==> config.mk <==
export PLATFORM = sky130hd
export DESIGN_NAME = cond_unit
export DESIGN_NICKNAME = d
export VERILOG_FILES = /design/src/rtl/cond_unit.sv
export SDC_FILE = /design/constraint.sdc
export NUM_CORES = 1
export LEC_CHECK = 0
export CAP_MARGIN = 20
export CELL_PAD_IN_SITES_DETAIL_PLACEMENT = 0
export CELL_PAD_IN_SITES_GLOBAL_PLACEMENT = 1
export CORE_MARGIN = 2
export CORE_UTILIZATION = 25
export DETAILED_ROUTE_END_ITERATION = 10
export GPL_TIMING_DRIVEN = 1
export PLACE_DENSITY = 0.79
export SLEW_MARGIN = 0
export SYNTH_ARGS = -nofsm -noshare
export SYNTH_HDL_FRONTEND = slang
export SYNTH_SLANG_ARGS = --single-unit
==> constraint.sdc <==
create_clock -name clk -period 2.5 [get_ports clk]
set_input_delay 0.75 -clock clk [delete_from_list [all_inputs] [get_ports clk]]
set_output_delay 0.75 -clock clk [all_outputs]
set_load 0.01 [all_outputs]
==> src/rtl/cond_unit.sv <==
// rtl/cond_unit.sv - ARM condition evaluation, NZCV flag register and gated enable stage
module cond_unit #(
  parameter logic [3:0] FLAG_RESET = 4'b0000
) (
  input  logic       clk,
  input  logic       reset_n,
  input  logic       Valid,
  input  logic [3:0] Cond,
  input  logic [3:0] ALUFlags,
  input  logic [1:0] FlagW,
  input  logic       PCS,
  input  logic       RegW,
  input  logic       MemW,
  input  logic       NoWrite,
  output logic       CondEx,
  output logic [3:0] Flags,
  output logic       OutValid,
  output logic       PCSrc,
  output logic       RegWrite,
  output logic       MemWrite
);

  logic [3:0] flag_q;
  logic       n_f, z_f, c_f, v_f;
  logic       exec;

  assign n_f   = flag_q[3];
  assign z_f   = flag_q[2];
  assign c_f   = flag_q[1];
  assign v_f   = flag_q[0];
  assign Flags = flag_q;

  // Condition pass looks only at the stored flags, so an instruction never sees its own ALU result.
  always_comb begin
    CondEx = 1'b0;
    case (Cond)
      4'b0000: CondEx = z_f;
      4'b0001: CondEx = ~z_f;
      4'b0010: CondEx = c_f;
      4'b0011: CondEx = ~c_f;
      4'b0100: CondEx = n_f;
      4'b0101: CondEx = ~n_f;
      4'b0110: CondEx = v_f;
      4'b0111: CondEx = ~v_f;
      4'b1000: CondEx = c_f & ~z_f;
      4'b1001: CondEx = ~c_f | z_f;
      4'b1010: CondEx = (n_f == v_f);
      4'b1011: CondEx = (n_f != v_f);
      4'b1100: CondEx = ~z_f & (n_f == v_f);
      4'b1101: CondEx = z_f | (n_f != v_f);
      4'b1110: CondEx = 1'b1;
      default: CondEx = 1'b0;
    endcase
  end

  assign exec = Valid & CondEx;

  // Flag register: N,Z and C,V halves load independently, only for executing instructions.
  always_ff @(posedge clk or negedge reset_n) begin
    if (!reset_n) begin
      flag_q <= FLAG_RESET;
    end else if (exec) begin
      if (FlagW[1]) flag_q[3:2] <= ALUFlags[3:2];
      if (FlagW[0]) flag_q[1:0] <= ALUFlags[1:0];
    end
  end

  // Single registered stage for all gated enables; reset drops them immediately.
  always_ff @(posedge clk or negedge reset_n) begin
    if (!reset_n) begin
      OutValid <= 1'b0;
      PCSrc    <= 1'b0;
      RegWrite <= 1'b0;
      MemWrite <= 1'b0;
    end else begin
      OutValid <= Valid;
      PCSrc    <= exec & PCS;
      RegWrite <= exec & RegW & ~NoWrite;
      MemWrite <= exec & MemW;
    end
  end

endmodule

Word level (Yosys, flattened, before mapping) --
Index checks and enable logic that the tools add are counted.
Word-level totals: register bits after elaboration 8, word-level logic and storage cells 40
Cells by class: eq/ne operators 16, mux-type cells 1, bitwise operators 14, reduce and logical (&&, ||, !) cells 3
Operators with widths (number):
- $eq 4x4->1 const B | 7
- $eq 4x3->1 const B | 4
- $pmux 1 s15 | 1
- $eq 4x2->1 const B | 2
- $and 1x1->1 | 7
- $not 1->1 | 5
- $eq 4x1->1 const B | 1
- $logic_not 4->1 | 1
- $reduce_and 2->1 | 2
- $or 1x1->1 | 2
- $eq 1x1->1 | 1
- $ne 1x1->1 | 1

Depth between registers and ports, before layout --
Gate-level depths: netlist (run 1).
depth in word-level cells 6, depth in mapped cells 6

Least setup slack after synthesis (run 1) --
Ideal clock, no wire load.
path kind input to output, start point input Cond[0], end point output CondEx, data arrival time 1.760 ns, path slack -0.010 ns, stages 5, buffers on the path 1, cells stage by stage buf_6 -> xor2_1 -> a211o_1 -> a311oi_2 -> nand2_1
On the way: word-level cells in the longest chain between the ends 2
RTL lines:
- start: declaration | RTL line 8 | input logic [3:0] Cond,
- $eq 4x4->1 (tied with other cells) | RTL line 36 | case (Cond)
- $pmux 1 s15 (*) | RTL line 36
- end: declaration | RTL line 15 | output logic CondEx,
Mark *: on every way between the ends. The rest lies on a longest branch, timed or not.

Worst setup path in the final report (run 1) --
start point input Cond[1], end point output CondEx
The elaborated chain is that of the path after synthesis.

==> qor.txt, run 1 <==
Outcome = finished, violations left
Failing checks = setup timing
I/O pin count = 26
Max clock buf depth = 2
Post-synth top area share = 0.3980
Fin nets = 106
Final setup fails = 1
Syn Inst Count = 47
Gpl congestion = 0.8902
Startpoint Class = input pin
Final Skew = 0.001314 ns
Layout cell share with drive strength beyond 1 = 0.3563
DR pass1 iterations = 2
Commonest non-fill, non-tap cell in the layout = clkdlybuf4s50_1
Die H = 48.86 um
Vias in the first global route = 550
Crit-path leading delay family = simple AND/OR/NAND/NOR gates
Relative slew slack = 0.7684
Via-to-Cell Ratio = 4.579
Pre-CTS setup slack = -0.9774 ns
Total clock sinks = 8
# H-tree levels = 1
Post-synth top area cell = dfrtp_1
Dominant cells by area after synthesis = dfrtp_1 (40%), mux2_2 (9.0%), buf_6 (4.5%)
# hold bufs at CTS = 0
Layout fillers = 209
Initial DRC count = 3
Gr ovfl total = 0
Max FO, Critical Path = 2
Buf/Inv on CP = 2
Leakage power = 0.3972 nW
Core Region = 0.001922 sq mm
Crit path depth = 6
Pwr Density = 780.4 mW/mm^2
Ant diodes = 0
Port buffer count = 25
CP Launch Point = Cond[1]
FF-to-FF Start = Flags[3]
Critical path arrival = 1.82 ns
Fin crit period = 2.569 ns
DIE WIDTH = 48.86 um
DIE AREA = 0.002387 sq mm
F_max = 389.3 MHz
Clk Tree Root Cell = clkbuf_4
Max_cap viols = 0
Slack of the critical path = -0.06895 ns
Commonest cells after routing, fill and taps aside = clkdlybuf4s50_1 (20), buf_4 (12), dfrtp_1 (8), buf_6 (5)
R2R depth = 7
Setup CP Type = in -> out
Worst skew pair latency = 0.25 ns
Worst Tran Pin Value = 0.3463 ns
TritonCTS clock tree = yes
Initial Util = 0.2617
Clock Pin Slew Worst Setup and Hold Paths = 0.05 ns
Crit path max-delay cell type = or4b_4
Min-Delay Path Depth = 1
First-pass GRT wire length = 2180 um
Critical Path RT = 1.75 ns
R2R Path End = Flags[2]
Final worst-path cycle share = 1.028
P&R area growth vs syn = 83.08%
Syn Nets = 64
CP cell instances = buf_6 > or4b_4 > a21oi_2 > a311oi_2 > nand2_1 > buf_2
Worst reg-to-reg setup slack = 0.33 ns
CP endpoint = CondEx
Synth Register Bits = 8
Tightest Hold Check Type = reg -> reg
Total Wirelength = 1312 um
Via count = 522
Initial antenna violation count = 0
Antenna Nets Post-Route = 0
Wirelength per Cell = 11.51 um
Cell Area, Synth = 503.0 sq um
Max stage delay on crit path = 0.53 ns
Sequential area share after synthesis = 0.3980
Netlist cell types = 27
Slew Limit Fails = 0
Yosys Warn Count = 0
RSZ-0062 raised after global routing = true
DRC viols = 0
Final Hold Vio Count = 0
Largest net degree at the start of global routing = 9
# rows = 16
Sum of negative setup slack = -0.06895 ns
Gr usage total = 0.1206
Mean Syn Cell Area = 10.70 sq um
Detailed Place HPWL = 1043 um
CP Capture Type = primary output
CTS buffer count = 3
Max rail drop VDD = 353.0 uV
## worst register-to-register path, delay by kind of cell (launching register included)
kind / cells / cell delay (ns)
muxes: 1 / 0.37
AOI/OAI and AO/OA: 2 / 0.56
xor gates and xnor gates: 1 / 0.33
and+or+nand+nor: 1 / 0.12
buffers and inverters: 2 / 0.27
DFF: 1 / 0.42
## power breakdown
part	switching (W)	internal [W]	total (W)
Clock	0.0000398	0.0000547	0.0000945
Sequential	0.0000461	0.000169	0.000215
Combinational	0.000145	0.000265	0.000409
Total	0.000230	0.000488	0.000719
## sequential cells by signal, indices dropped and copies added (netlist names)
| signal | count |
|---|---|
| Flags | 4 |
| MemWrite | 1 |
| OutValid | 1 |
| PCSrc | 1 |
| RegWrite | 1 |
## metal layers
layer	routed length [um]	vias to the layer above	GRT usage
li1	-	255	-
met1	505	242	0.1178
met2	680	21	0.1963
met3	101	4	0.03988
met4	25	0	0.1190
met5	0	-	0
## what timing repair did
action / 4_1_cts / 5_1_grt
pin swaps: 7 / 6
resized for setup: 30 / 3
endpoints found under the setup margin: 8 / 1
buffers inserted: 2 / 0
## area by class of cell
type                            count  area (sq um)  area share
Timing Repair Buffer               39         366.6      0.3981
Clock buffer                        3         22.52     0.02446
Multi-Input combinational cell     36         294.0      0.3193
Inverter                            1         3.754    0.004076
Sequential cell                     8         200.2      0.2174
Tap cell                           27         33.78     0.03668
## synth_stat cells, drive strengths merged
master	number
a211o	1
a21boi	1
a21oi	3
a2bb2oi	1
a311o	1
a311oi	1
and2	3
and3b	1
buf	2
dfrtp	8
inv	1
mux2	4
mux2i	1
nand2	4
nand2b	1
nand3	2
nand3b	1
nand4b	1
nor2	1
nor3b	1
o211ai	1
o221ai	1
o32a	1
or2b	1
or4b	1
xnor2	2
xor2	1
## worst min path at each step
stage | start | slack (ns) | to
floorplan | reset_n | 0.45 | Flags[0]
global placement | Flags[0] | 0.59 | Flags[0]
detailed placement | Flags[0] | 0.58 | Flags[0]
CTS | Flags[0] | 0.59 | Flags[0]
global route | Flags[0] | 0.62 | Flags[0]
finish | Flags[0] | 0.58 | Flags[0]
## stage by stage
stage	area, sq um	utilization	instances	total power [W]	hold slack [ns]
after floorplan	503.0	-	47	0.0003780	0.4544
after global placement	854.6	0.4447	109	0.0006050	0.5914
after detailed placement	854.6	0.4447	109	0.0006094	0.5823
after CTS	908.4	0.4727	114	0.0007262	0.5941
after global routing	920.9	0.4792	114	0.0007743	0.6233
final	920.9	0.4792	114	0.0007187	0.5841
## cell families after synthesis
kind of cell / after synthesis / synth area share
and+or+nand+nor: 17 / 0.2065
muxes: 5 / 0.1094
xor gates and xnor gates: 3 / 0.05225
AOI/OAI and AO/OA: 11 / 0.1816
buffers and inverters: 3 / 0.05223
DFF: 8 / 0.3980
Power figures use the tool's default switching activity.
==> inputs of run 2 (changes only) <==
--- a/config.mk
+++ b/config.mk
@@ -13,6 +13,7 @@
 export DETAILED_ROUTE_END_ITERATION = 10
 export GPL_TIMING_DRIVEN = 1
 export PLACE_DENSITY = 0.79
+export REMOVE_ABC_BUFFERS = 1
 export SLEW_MARGIN = 0
 export SYNTH_ARGS = -nofsm -noshare
 export SYNTH_HDL_FRONTEND = slang
==> qor.txt, run 2 (synthesis results as in run 1) <==
Outcome = finished, violations left (unchanged)
Failing checks = setup timing (unchanged)
Tightest Hold Check Type = reg -> reg (unchanged)
DIE AREA = 0.002387 sq mm (unchanged)
Commonest non-fill, non-tap cell in the layout = clkdlybuf4s50_1 (unchanged)
Antenna Nets Post-Route = 0 (unchanged)
Gr ovfl total = 0 (unchanged)
Max rail drop VDD = 377.7 uV (was 353.0 uV)
Detailed Place HPWL = 994.5 um (was 1043 um)
Max_cap viols = 0 (unchanged)
Max FO, Critical Path = 6 (was 2)
Worst Tran Pin Value = 0.3617 ns (was 0.3463 ns)
Final Hold Vio Count = 0 (unchanged)
Die H = 48.86 um (unchanged)
Clk Tree Root Cell = clkbuf_4 (unchanged)
Worst skew pair latency = 0.25 ns (about the same)
Layout cell share with drive strength beyond 1 = 0.3721 (was 0.3563)
Multi-input logic area = 307.8 sq um (was 294.0 sq um)
I/O pin count = 26 (unchanged)
Final Skew = 0.001081 ns (was 0.001314 ns)
Fin crit period = 2.576 ns (was 2.569 ns)
Total Wirelength = 1343 um (was 1312 um)
Slack of the critical path = -0.07601 ns (was -0.06895 ns)
Startpoint Class = input pin (unchanged)
# H-tree levels = 1 (unchanged)
Register area = 200.2 sq um (unchanged)
First-pass GRT wire length = 2187 um (was 2180 um)
Critical path arrival = 1.83 ns (was 1.82 ns)
Final setup fails = 1 (unchanged)
CP Capture Type = primary output (unchanged)
Port buffer count = 25 (unchanged)
Via count = 527 (was 522)
# hold bufs at CTS = 0 (unchanged)
Vias in the first global route = 553 (was 550)
Final std cells w/o fill = 113 (was 114)
Via-to-Cell Ratio = 4.664 (was 4.579)
F_max = 388.2 MHz (was 389.3 MHz)
# rows = 16 (unchanged)
Clock Pin Slew Worst Setup and Hold Paths = 0.05 ns (about the same)
Dpl cells = 109 (unchanged)
Gr usage total = 0.1200 (was 0.1206)
Commonest cells after routing, fill and taps aside = clkdlybuf4s50_1 (20), buf_4 (12), dfrtp_1 (8), nand2_1 (4), mux2_2 (4) (was clkdlybuf4s50_1 (20), buf_4 (12), dfrtp_1 (8), buf_6 (5))
Slew Limit Fails = 0 (unchanged)
RSZ-0062 raised after global routing = true (unchanged)
DR pass1 iterations = 1 (was 2)
Core Region = 0.001922 sq mm (unchanged)
Pwr Density = 781.4 mW/mm^2 (was 780.4 mW/mm^2)
Layout fillers = 193 (was 209)
DIE WIDTH = 48.86 um (unchanged)
TritonCTS clock tree = yes (unchanged)
Leakage power = 0.3934 nW (was 0.3972 nW)
Ant diodes = 0 (unchanged)
Critical Path RT = 1.75 ns (about the same)
Final worst-path cycle share = 1.030 (was 1.028)
Max clock buf depth = 2 (unchanged)
Initial antenna violation count = 0 (unchanged)
Gpl congestion = 0.8403 (was 0.8902)
Max FFs per register = 4 (unchanged)
P&R area growth vs syn = 81.09% (was 83.08%)
Relative slew slack = 0.7581 (was 0.7684)
Fin nets = 105 (was 106)
Initial Util = 0.2617 (unchanged)
Layout Utilization = 0.4740 (was 0.4792)
Total clock sinks = 8 (unchanged)
Initial DRC count = 0 (was 3)
Wirelength per Cell = 11.88 um (was 11.51 um)
Setup CP Type = in -> out (unchanged)
DRC viols = 0 (unchanged)
CTS buffer count = 3 (unchanged)
Largest net degree at the start of global routing = 9 (unchanged)
[run 2: changes by cell type in the layout (fill, tap and decap cells not counted), sizes merged]
cell / previous run / this run
buf: 19 / 18
[run 2: final cells by class]
class / count / area share
clock buffer: 3 / 0.02473
inverter: 1 / 0.004121
multi-input combinational: 36 / 0.3379
sequential: 8 / 0.2198
tap: 27 / 0.03709
timing repair buffer: 38 / 0.3764
[run 2: through the flow]
stage               total power (W)  worst slack, ns  cell area [sq um]   TNS, ns  hold WS [ns]
global placement          0.0005988          -0.9178              854.6    -3.161        0.6328
global route              0.0007546          -0.1134              910.9   -0.1134        0.6701
finish                    0.0007117         -0.07601              910.9  -0.07601        0.6503
floorplan                 0.0003718           0.1145              480.5         0        0.4544
detailed placement        0.0005968          -0.9086              854.6    -3.167        0.6387
CTS                       0.0007186         -0.08652              907.1  -0.08652        0.6581
[run 2: critical path: stages]
cell and delay (ns):
buf_8 0.11, nand2b_4 0.12, o32a_1 0.32, a311o_1 0.34, nand2_1 0.07, buf_2 0.12
[run 2: where the power goes]
group / internal (W) / switching [W]
clock network: 0.0000548 / 0.0000418
registers: 0.000169 / 0.0000349
logic: 0.000251 / 0.000160
[run 2: final timing paths]
| kind | startpoint | end | slack (ns) | cells after the start |
|---|---|---|---|---|
| max | Cond[0] | CondEx | -0.08 | 6 |
| min | Flags[0] | Flags[0] | 0.65 | 2 |
| max reg2reg | Flags[3] | Flags[0] | 0.42 | 6 |
| min reg2reg | Flags[0] | Flags[0] | 0.65 | 2 |
| max in group asynchronous | reset_n | OutValid | 1.46 | 1 |
| min in group asynchronous | reset_n | RegWrite | 0.78 | 1 |
[run 2: metal layers]
| layer | global-route usage | up-vias | wire length [um] |
|---|---|---|---|
| met5 | 0 | - | 0 |
| met4 | 0.09048 | 0 | 19 |
| met3 | 0.02147 | 2 | 98 |
| met2 | 0.2009 | 25 | 659 |
| met1 | 0.1354 | 246 | 566 |
| li1 | - | 254 | - |
[run 2: what timing repair did]
| item | in CTS | in global routing |
|---|---|---|
| setup endpoints to repair | 5 | 1 |
| gates resized for setup | 31 | 1 |
| pin swaps | 8 | 5 |
| gates cloned | 0 | 0 |
| setup buffers | 1 | 0 |
==> inputs of run 3 (changes only) <==
--- a/config.mk
+++ b/config.mk
@@ -14,6 +14,8 @@
 export GPL_TIMING_DRIVEN = 1
 export PLACE_DENSITY = 0.79
 export REMOVE_ABC_BUFFERS = 1
+export SETUP_SLACK_MARGIN = 0.5
+export SKIP_LAST_GASP = 1
 export SLEW_MARGIN = 0
 export SYNTH_ARGS = -nofsm -noshare
 export SYNTH_HDL_FRONTEND = slang
==> qor.txt, run 3 (synthesis results as in run 1) <==
Outcome = finished, violations left (unchanged)
Failing checks = setup timing (unchanged)
Clock Pin Slew Worst Setup and Hold Paths = 0.05 ns (about the same)
Clock Power Share = 0.129 (was 0.136)
Total Wirelength = 1408 um (was 1343 um)
First-pass GRT wire length = 2325 um (was 2187 um)
Commonest cells after routing, fill and taps aside = clkdlybuf4s50_1 (16), buf_4 (11), dfrtp_1 (8), buf_6 (5) (was clkdlybuf4s50_1 (20), buf_4 (12), dfrtp_1 (8), nand2_1 (4), mux2_2 (4))
Sw Pwr = 0.0002573 W (was 0.0002371 W)
Worst Tran Pin Value = 0.3698 ns (was 0.3617 ns)
Tot Pwr = 0.0007452 W (was 0.0007117 W)
Combinational Power Share = 0.597 (was 0.578)
Final worst-path cycle share = 1.024 (was 1.030)
Crit path max-delay cell type = a311o_1 (unchanged)
Max stage delay on crit path = 0.36 ns (was 0.34 ns)
Crit path depth = 7 (was 6)
Relative slew slack = 0.7527 (was 0.7581)
P_int = 0.0004879 W (was 0.0004747 W)
Wirelength per Cell = 12.24 um (was 11.88 um)
Max FFs per register = 4 (unchanged)
Fin crit period = 2.561 ns (was 2.576 ns)
Slack of the critical path = -0.06060 ns (was -0.07601 ns)
Final Hold Vio Count = 0 (unchanged)
F_max = 390.5 MHz (was 388.2 MHz)
I/O pin count = 26 (unchanged)
Hold Crit Start = Flags[0] (unchanged)
TritonCTS clock tree = yes (unchanged)
Initial Util = 0.2617 (unchanged)
Via-to-Cell Ratio = 4.678 (was 4.664)
# H-tree levels = 1 (unchanged)
DIE AREA = 0.002387 sq mm (unchanged)
CP cell instances = buf_8 > and2_4 > buf_6 > a2bb2oi_1 > a311o_1 > nand2_1 > buf_2 (was buf_8 > nand2b_4 > o32a_1 > a311o_1 > nand2_1 > buf_2)
Max FO, Critical Path = 4 (was 6)
Die H = 48.86 um (unchanged)
Startpoint Class = input pin (unchanged)
Gr usage total = 0.1272 (was 0.1200)
Antenna Nets Post-Route = 0 (unchanged)
P&R area growth vs syn = 94.03% (was 81.09%)
Multi-input logic area = 341.6 sq um (was 307.8 sq um)
Final setup fails = 1 (unchanged)
FF-to-FF Start = Flags[1] (was Flags[3])
Detailed Place HPWL = 994.5 um (unchanged)
Ant diodes = 0 (unchanged)
DR pass1 iterations = 1 (unchanged)
DIE WIDTH = 48.86 um (unchanged)
Total clock sinks = 8 (unchanged)
CTS buffer count = 3 (unchanged)
Slew Limit Fails = 0 (unchanged)
Worst skew pair latency = 0.25 ns (about the same)
Gr ovfl total = 0 (unchanged)
Tightest Hold Check Type = reg -> reg (unchanged)
Register share of total power = 0.274 (was 0.286)
DRC viols = 0 (unchanged)
Setup CP Type = in -> out (unchanged)
Commonest non-fill, non-tap cell in the layout = clkdlybuf4s50_1 (unchanged)
Layout cell share with drive strength beyond 1 = 0.4205 (was 0.3721)
Max clock buf depth = 2 (unchanged)
Final Skew = 0.001401 ns (was 0.001081 ns)
Leakage power = 0.4253 nW (was 0.3934 nW)
Via count = 538 (was 527)
RSZ-0062 raised after global routing = true (unchanged)
Crit-path leading delay family = compound AO/OA/AOI/OAI gates (unchanged)
Gpl congestion = 0.8403 (unchanged)
Worst reg-to-reg setup slack = 0.56 ns (was 0.42 ns)
CP Capture Type = primary output (unchanged)
Max_cap viols = 0 (unchanged)
Port buffer count = 25 (unchanged)
Final std cells w/o fill = 115 (was 113)
Min-Delay Path Depth = 2 (unchanged)
Hold Path End = Flags[0] (unchanged)
Initial antenna violation count = 0 (unchanged)
Core Region = 0.001922 sq mm (unchanged)
Pwr Density = 763.6 mW/mm^2 (was 781.4 mW/mm^2)
R2R Path End = Flags[2] (was Flags[0])
Dpl cells = 109 (unchanged)
Largest net degree at the start of global routing = 9 (unchanged)
R2R depth = 6 (unchanged)
Initial DRC count = 0 (unchanged)
Switching fraction of total power = 0.3453 (was 0.3331)
# rows = 16 (unchanged)
Layout fillers = 192 (was 193)
Buf/Inv on CP = 3 (was 2)
Clk Tree Root Cell = clkbuf_4 (unchanged)
Register area = 200.2 sq um (unchanged)
Max rail drop VDD = 382.9 uV (was 377.7 uV)
Critical Path RT = 1.75 ns (about the same)
Vias in the first global route = 569 (was 553)
Critical path arrival = 1.81 ns (was 1.83 ns)
Fin nets = 107 (was 105)
## run 3: cell types whose count changed in the layout (fill, tap and decap cells not counted), sizes merged
cell	before	now
buf	18	20
clkdlybuf4s50	20	16
dlygate4sd2	0	4
## run 3: cell type report
| class | instances | share of cell area |
|---|---|---|
| repair buffers | 40 | 0.3833 |
| multi-input cells | 36 | 0.3500 |
| flip-flops and latches | 8 | 0.2051 |
| well taps | 27 | 0.03462 |
| clock buffers | 3 | 0.02308 |
| inverters | 1 | 0.003846 |
## run 3: what timing repair did
| item | in CTS | in global routing |
|---|---|---|
| hold buffers | 0 | 0 |
| hold endpoints to repair | 0 | 0 |
| resized for setup | 45 | 4 |
| setup buffers | 3 | 0 |
| endpoints found under the setup margin | 12 | 8 |
| pin swaps | 10 | 7 |
| cloned | 0 | 0 |
## run 3: routing by layer
layer | GRT usage | part of all wire
met5 | 0 | 0
met4 | 0.08571 | 0.013
met3 | 0.01840 | 0.065
met2 | 0.2215 | 0.52
met1 | 0.1431 | 0.40
## run 3: worst min-delay path, stage by stage (launching register included)
cell     delay [ns]
dfrtp_1        0.35
buf_4          0.14
mux2_4         0.13
## run 3: worst max-delay path by stage
stage | start | end
2_1_floorplan | Cond[0] | CondEx
3_3_place_gp | Cond[2] | CondEx
3_5_place_dp | Cond[0] | CondEx
4_1_cts | Cond[0] | CondEx
5_1_grt | Cond[0] | CondEx
6_report | Cond[3] | CondEx
## run 3: power by group through the flow
stage	clock, W	combinational (W)	sequential (W)
6_report	0.0000962	0.000445	0.000204
5_1_grt	0.000108	0.000476	0.000210
4_1_cts	0.000102	0.000437	0.000204
3_5_place_dp	0	0.000396	0.000201
3_3_place_gp	0	0.000397	0.000202
2_1_floorplan	0	0.000140	0.000232
## run 3: per-stage QoR
| stage | setup slack, ns | hold WS, ns | util | setup TNS (ns) | area (sq um) |
|---|---|---|---|---|---|
| 3_5_place_dp | -0.9086 | 0.6387 | 0.4447 | -3.167 | 854.6 |
| 4_1_cts | -0.08652 | 0.6563 | 0.5000 | -0.08652 | 960.9 |
| 6_report | -0.06060 | 0.6496 | 0.5078 | -0.06060 | 975.9 |
| 2_1_floorplan | 0.1145 | 0.4544 | - | 0 | 480.5 |
| 3_3_place_gp | -0.9178 | 0.6328 | 0.4447 | -3.161 | 854.6 |
| 5_1_grt | -0.1077 | 0.6711 | 0.5078 | -0.1077 | 975.9 |
==> RTL edit, RTL diff (config.mk and constraints of run 2) <==
Remove the register `MemWrite`: a continuous assignment takes its place, so the output `MemWrite` follows one clock earlier.
--- a/src/rtl/cond_unit.sv
+++ b/src/rtl/cond_unit.sv
@@ -71,14 +71,14 @@
       OutValid <= 1'b0;
       PCSrc    <= 1'b0;
       RegWrite <= 1'b0;
-      MemWrite <= 1'b0;
     end else begin
       OutValid <= Valid;
       PCSrc    <= exec & PCS;
       RegWrite <= exec & RegW & ~NoWrite;
-      MemWrite <= exec & MemW;
     end
   end
 
+  assign MemWrite = exec & MemW;
+
 endmodule
 
Formal check against the unedited RTL: not equivalent (Yosys sat finds a counterexample within 4 cycles, from zero or initial values and one cycle with reset_n low).
==> RTL edit against run 2 <==
The flow still finishes with violations (negative setup slack); first-iteration DRC count is 3 higher; worst setup slack worse by 0.30 ns; critical path type unchanged; sequential power is 11% lower; highest routed layer unchanged; global-route usage is 1.7 points higher; total power is 7.6% higher; register-to-register slack worse by 0.09 ns; sequential cell count is 1 lower; design area is 5.9% higher; routed wire length is 3.9% higher; non-clock buffer count is 8 higher; area after synthesis is 5.0% lower; die area is 4.6% lower.
==> RTL edit: results (changes against run 2) <==
* DR vias at 549 (+4.2%)
* Worst-Margin Slew at 0.3308 ns (-0.03089 ns)
* M3 GR Usage at 2.642% (+0.49 points)
* Setup bufs post-CTS at 4 (+3)
* Final setup fails at 2 (+1)
* Met3 wire length at 94 um (-4.1%)
* CP max-delay cell: or4b_4
* Failing checks: negative setup slack
* Final WS setup at -0.3771 ns (-0.3011 ns)
* Mux share of post-synthesis cell area at 11.52% (+0.57 points)
* Placed Area at 849.6 sq um (-0.59%)
* 1st-iter DRT viols at 3 (+3)
* Fillers at 176 (-8.8%)
* Status: finished with violations
* Reg2reg start: Flags[2]$_DFFE_PN0P_
* GR Util met2 at 24.27% (+4.2 points)
* Sequential power at 0.000181 W (-11%)
* VDD IR max at 0.3728 mV (-1.3%)
* XOR/XNOR share of the synthesized area at 5.497% (+0.27 points)
* Setup TNS at -0.6035 ns (-0.5275 ns)
* Gr usage total at 13.75% (+1.7 points)
* GRT met1 Usage at 14.87% (+1.3 points)
* Leak pwr at 0.4240 nW (+7.8%)
* Arrival time at the worst endpoint at 2.13 ns (+0.30 ns)
* Hpwl dp at 1055 um (+6.1%)
* Net load switching power at 0.0002550 W (+7.6%)
* Max FO, Critical Path at 3 (-3)
* Buffering overhead at 42.54% (+4.9 points)
* Layout clock buffer count at 4 (+1)
* Cell family contributing the most delay on the critical path: simple AND/OR/NAND/NOR gates
* Routed wire length at 1395 um (+3.9%)
* Fin area at 964.7 sq um (+5.9%)
* Sw frac at 33.32% (about the same)
* Clk_skew at 0.003315 ns (+0.002234 ns)
* Largest net degree at the start of global routing at 9 (unchanged)
* Fraction of area in multi-input gates at 32.94% (-0.85 points)
* Clock network share of area at 2.724% (+0.25 points)
* Synth area leaders: dfrtp_1 37%, mux2_2 9.4%, buf_6 4.7%
* Met2 wire len at 744 um (+13%)
* Seq/total area at 18.16% (-3.8 points)
* NumNets Final at 112 (+6.7%)
RTL edit: cell count changes after synthesis:
cell,delta
dfrtp_1,-1
RTL edit: metrics by stage:
step / cells / setup slack, ns / util, % / hold slack, ns
finish: 119 / -0.3771 / 54.68 / 0.6502
global route: 119 / -0.4442 / 54.68 / 0.6813
CTS: 117 / -0.3565 / 51.42 / 0.6591
detailed placement: 109 / -1.190 / 48.16 / 0.6478
global placement: 109 / -1.181 / 48.16 / 0.6298
floorplan: 44 / -0.1792 / - / 0.4544
RTL edit: worst paths after layout:
path	end	slack, ns	cells after the start
setup reg to reg	Flags[3]$_DFFE_PN0P_	0.33	8
min in group asynchronous	Flags[1]$_DFFE_PN0P_	0.76	1
hold / removal	Flags[0]$_DFFE_PN0P_	0.65	2
hold reg to reg	Flags[0]$_DFFE_PN0P_	0.65	2
setup / recovery	MemWrite	-0.38	8
max in group asynchronous	Flags[3]$_DFFE_PN0P_	1.49	1
